File: config.mk
export PLATFORM = sky130hd
export DESIGN_NAME = muxn_scan
export DESIGN_NICKNAME = d
export VERILOG_FILES = /design/src/rtl/muxn_pkg.sv /design/src/rtl/muxn_tree.sv /design/src/rtl/muxn_scan.sv
export SDC_FILE = /design/constraint.sdc
export NUM_CORES = 1
export LEC_CHECK = 0
export ABC_AREA = 0
export CAP_MARGIN = 20
export CELL_PAD_IN_SITES_DETAIL_PLACEMENT = 2
export CELL_PAD_IN_SITES_GLOBAL_PLACEMENT = 2
export CORE_AREA = 2 2 39 41
export CTS_BUF_LIST = sky130_fd_sc_hd__clkbuf_4 sky130_fd_sc_hd__clkbuf_8
export DETAILED_ROUTE_END_ITERATION = 6
export DIE_AREA = 0 0 41 43
export PLACE_DENSITY_LB_ADDON = 0.08
export SYNTH_ARGS = -nofsm -noshare
export SYNTH_HDL_FRONTEND = slang
export SYNTH_SLANG_ARGS = --single-unit
File: constraint.sdc
create_clock -name clk_i -period 1.34 [get_ports clk_i]
set_clock_uncertainty 0.05 [all_clocks]
set_input_delay 0.268 -clock clk_i [delete_from_list [all_inputs] [get_ports clk_i]]
set_output_delay 0.268 -clock clk_i [all_outputs]
set_load 0.05 [all_outputs]
File: src/rtl/muxn_pkg.sv
// -----------------------------------------------------------------------------
// muxn_pkg
// Shared constants and helpers for the muxn_scan N:1 multiplexer.
//   MaxInputs   - largest supported channel count
//   MaxSelWidth - select width needed for MaxInputs channels
//   sel_t       - select type sized for MaxInputs
//   sel_width() - select width for n channels, never less than one bit
// -----------------------------------------------------------------------------
package muxn_pkg;

    localparam int MaxInputs   = 16;
    localparam int MaxSelWidth = 4;

    typedef logic [MaxSelWidth-1:0] sel_t;

    // A 1-channel or 2-channel mux still needs one select bit.
    function automatic int sel_width(input int n);
        return (n <= 2) ? 1 : $clog2(n);
    endfunction

endpackage : muxn_pkg

File: src/rtl/muxn_tree.sv
// -----------------------------------------------------------------------------
// muxn_tree
// Purely combinational N:1 multiplexer built as a linear chain of 2:1 cells.
// Stage 0 passes channel 0; stage k picks channel k when sel_i == k, otherwise
// it forwards the previous stage. The last stage is channel[sel_i] for every
// legal select value.
// Ports:
//   ch_i   NumInputs*Width  packed channels, channel k at [k*Width +: Width]
//   sel_i  SelWidth         channel select
//   y_o    Width            selected channel
// -----------------------------------------------------------------------------
module muxn_tree
    import muxn_pkg::*;
#(
    parameter int NumInputs = 3,
    parameter int Width     = 1,
    parameter int SelWidth  = sel_width(NumInputs)
) (
    input  logic [NumInputs*Width-1:0] ch_i,
    input  logic [SelWidth-1:0]        sel_i,
    output logic [Width-1:0]           y_o
);

    // NOTE: always_comb uses blocking assignments and gives y_o a value before
    // any conditional update, so every path assigns it and no latch is inferred.
    always_comb begin
        y_o = ch_i[0 +: Width];
        for (int k = 1; k < NumInputs; k++) begin
            if (sel_i == SelWidth'(k)) begin
                y_o = ch_i[k*Width +: Width];
            end
        end
    end

endmodule : muxn_tree

File: src/rtl/muxn_scan.sv
// -----------------------------------------------------------------------------
// muxn_scan
// Parametrised N:1 multiplexer of Width-bit channels with a registered select,
// a registered output and an optional auto-scan sequencer.
// Build option: define MUXN_SCAN_EN to build the scan incrementer/wrap logic;
// without it scan_i is unused and wrap_o is tied low.
// Ports:
//   clk_i        clock, all state updates on the rising edge
//   rst_ni       synchronous active-low reset
//   i_i          channel data, channel k at [k*Width +: Width]
//   sel_i        select value to load
//   sel_valid_i  load sel_i this cycle (out-of-range values are rejected)
//   scan_i       advance the select by one, wrapping at NumInputs-1
//   y_o          registered selected channel (uses the select before update)
//   sel_o        current select register
//   wrap_o       one-cycle pulse when the scan wraps to channel 0
//   err_o        one-cycle pulse when an out-of-range load is rejected
// -----------------------------------------------------------------------------
module muxn_scan
    import muxn_pkg::*;
#(
    parameter  int NumInputs = 3,
    parameter  int Width     = 1,
    localparam int SelWidth  = sel_width(NumInputs)
) (
    input  logic                       clk_i,
    input  logic                       rst_ni,
    input  logic [NumInputs*Width-1:0] i_i,
    input  logic [SelWidth-1:0]        sel_i,
    input  logic                       sel_valid_i,
    input  logic                       scan_i,
    output logic [Width-1:0]           y_o,
    output logic [SelWidth-1:0]        sel_o,
    output logic                       wrap_o,
    output logic                       err_o
);

    logic [SelWidth-1:0] sel_q, sel_d;
    logic [Width-1:0]    y_q, y_d;
    logic                wrap_q, wrap_d;
    logic                err_q, err_d;
    logic                load_ok;

    // Mux is driven by the current select, so a load shows on y_o one edge
    // after it shows on sel_o.
    muxn_tree #(
        .NumInputs (NumInputs),
        .Width     (Width),
        .SelWidth  (SelWidth)
    ) u_tree (
        .ch_i  (i_i),
        .sel_i (sel_q),
        .y_o   (y_d)
    );

    // Extra leading bit so NumInputs itself fits when it is a power of two.
    assign load_ok = ({1'b0, sel_i} < (SelWidth+1)'(NumInputs));

    always_comb begin
        sel_d  = sel_q;
        wrap_d = 1'b0;
        err_d  = 1'b0;
        if (sel_valid_i) begin
            // Any load request, accepted or rejected, blocks scanning.
            if (load_ok) begin
                sel_d = sel_i;
            end else begin
                err_d = 1'b1;
            end
        end
`ifdef MUXN_SCAN_EN
        else if (scan_i) begin
            if (sel_q == SelWidth'(NumInputs-1)) begin
                sel_d  = '0;
                wrap_d = 1'b1;
            end else begin
                sel_d = sel_q + 1'b1;
            end
        end
`endif
    end

`ifndef MUXN_SCAN_EN
    logic unused_scan;
    assign unused_scan = scan_i;
`endif

    // NOTE: state registers use non-blocking assignments so every flop samples
    // its pre-edge inputs; reset here is synchronous, tested inside the edge.
    always_ff @(posedge clk_i) begin
        if (!rst_ni) begin
            sel_q  <= '0;
            y_q    <= '0;
            wrap_q <= 1'b0;
            err_q  <= 1'b0;
        end else begin
            sel_q  <= sel_d;
            y_q    <= y_d;
            wrap_q <= wrap_d;
            err_q  <= err_d;
        end
    end

    assign y_o    = y_q;
    assign sel_o  = sel_q;
    assign wrap_o = wrap_q;
    assign err_o  = err_q;

endmodule : muxn_scan

==> metrics.md <==
| Metric | Value |
|---|---|
| Area after DPL | `338 sq um` |
| Post-route cell area | `360 sq um` |
| Buf/Inv on CP | `1` |
| R2R Setup Slk | `0.42 ns` |
| WL final | `470 microns` |
| RSZ-0062 raised after global routing | `no` |
| DR vias | `roughly 180` |
| Critical path endpoint category | `primary output` |
| Share of layout cells above drive strength 1 | `0.300` |
| Final setup vio count | `0` |
| Via density | `3.83` |
| CP Cell Sequence | `buf_12` |
| Detail Placement HPWL | `377 microns` |
| Num rows | `14` |
| Critical-path maximum fanout | `4` |
| Vias in the first global route | `194` |
| 1st-iter DRT viols | `0` |
| Period utilization | `0.872` |
| Slowest CP cell | `dfxtp_1` |
| Clock buffer depth | `2` |
| Number of synthesis warnings | `0` |
| Worst setup SP type | `register` |
| Cells after DPL | `43` |
| Die area | `1760 sq um` |
| Total Neg Setup Slack | `0 ns` |
| Pre-antenna DRT Iters | `1` |
| CTS tree | `yes` |
| Final nets | `41` |
| Slowest stage delay, CP | `0.45 ns` |
| Number of CTS-inserted buffers | `3` |
| PwrDens | `1050 nW/um^2` |
| Core area | `about 1400 sq um` |
| Clock root buffer | `clkbuf_4` |
| Starting Density | `0.127` |
| IO Count | `14` |
| Hold path start | `sel_o[1]$_SDFFE_PN0P_` |
| H-tree levels | `1` |
| All-Layer GR Usage | `0.0782` |
| Non-Filler Instances | `46` |
| Post-CTS Setup Bufs | `0` |
| Fmax achieved | `roughly 0.86 GHz` |
| Worst vdd ir | `between 0.3 and 0.4 mV` |
| Clk Latency, worst-skew pair | `0.23 ns` |
| Yosys cell types | `11` |
| Worst hold margin | `0.487 ns` |
| Chip width | `41 microns` |
| Post-CTS Resized | `0` |
| Syn Std Cell Area | `175 sq um` |
| Reg2reg start | `sel_o[0]$_SDFFE_PN0P_` |
| Routed length per placed instance | `10.2 microns` |
| Fin crit period | `1.17 ns` |
| Antenna viol nets, final | `0` |
| First-pass GRT wire length | `828 microns` |
| Worst EP required | `about 1.0 ns` |
| Yosys reg bits | `4` |
| Power Total | `0.000379 W` |
| Fin. max-slew vios | `0` |
| Mean Syn Cell Area | `10.3 sq um` |
| Arr. time, crit path | `approximately 0.85 ns` |
| Gpl congestion | `0.577` |
| Final hold violation count | `0` |
| Crit Path Category | `register to primary output` |
| # DRC | `0` |
| Die span in y | `approximately 43 microns` |
| Critical path origin | `sel_o[0]$_SDFFE_PN0P_` |
| Post-Synthesis Cells | `17` |
| # Max-Cap Violations | `0` |
| Total gr overflow | `0` |
| Diodes inserted | `0` |
| Initial antenna violation count | `0` |
| Syn Nets | `26` |
| Leak | `0.144 nW` |
| Crit path max-delay family | `flip-flops` |
| CTS Hold Buffers Added | `0` |
| Status | `completed` |
| Register area share after synthesis | `0.457` |
| Clk sink count | `4` |
| Hold Crit Class | `register to register` |
| CTS clk-pin slew, worst paths | `0.04 ns` |
| Syn-to-layout area delta | `106%` |
| Port buffer count | `11` |
| Largest net degree at the start of global routing | `6` |
## path summary, 6_finish.rpt
kind,to,depth (start not counted)
max reg2reg,y_o$_SDFF_PN0_,2
min,y_o$_SDFF_PN0_,2
max,sel_o[0],1
min reg2reg,y_o$_SDFF_PN0_,2
## state kept, by name, indices dropped and copies added, names as in the netlist
signal / flops
y_o: 1
err_o: 1
sel_o: 2
## per-layer routing
| metal | global-route usage | wire, microns |
|---|---|---|
| met1 | 0.0897 | 203 |
| met2 | 0.0813 | 196 |
| met4 | 0.100 | 9 |
| met5 | 0 | 0 |
| met3 | 0.0471 | 60 |
## synth_stat cells (all sizes together)
master	instances	area, sq um
and4	1	8.76
mux2i	2	20.0
nor2b	2	12.5
nand2	1	3.75
conb	1	3.75
buf	1	7.51
inv	1	3.75
nand2b	1	6.26
o221a	2	22.5
o22ai	1	6.26
dfxtp	4	80.1
## cell usage in the layout, fill, tap and decap left out
cell | synthesis | layout
inv_1 | 1 | 1
and4_1 | 1 | 1
dfxtp_1 | 4 | 4
nor2b_1 | 2 | 2
o221a_2 | 2 | 2
mux2i_1 | 2 | 2
clkbuf_4 | 0 | 3
nand2b_1 | 1 | 1
nand2_1 | 1 | 1
clkdlybuf4s50_1 | 0 | 7
conb_1 | 1 | 1
buf_12 | 0 | 4
o22ai_1 | 1 | 1
## worst min-delay path, stage by stage (launching register included)
cell     delay [ns]
dfxtp_1        0.34
nand2_1        0.08
o22ai_1        0.06
## per-stage QoR
stage               setup WS, ns   util
floorplan                  0.175      -
CTS                        0.151  0.260
detailed placement        0.0807  0.244
global route               0.128  0.260
finish                     0.172  0.260
global placement          0.0784  0.244
## power breakdown
group	internal [W]	switching, W
registers	0.000127	0.00000838
logic	0.0000528	0.0000442
clock network	0.000100	0.0000467
total	0.000279	0.0000993
## cells by family after synthesis
| kind of cell | Yosys count | share of synthesized area |
|---|---|---|
| and+or+nand+nor | 5 | 0.179 |
| DFF | 4 | 0.457 |
| AOI/OAI and AO/OA | 3 | 0.164 |
| muxes | 2 | 0.114 |
| buffers and inverters | 2 | 0.0643 |
| other | 1 | 0.0214 |
## cell type report
| type | instances | area, sq um |
|---|---|---|
| clock buffers | 3 | 22.5 |
| fillers | 159 | 1020 |
| inverters | 1 | 3.75 |
| multi-input cells | 11 | 83.8 |
| flip-flops and latches | 4 | 80.1 |
| well taps | 16 | 20.0 |
| repair buffers | 11 | 150 |
Note: power is estimated with default switching activity, not from simulation.
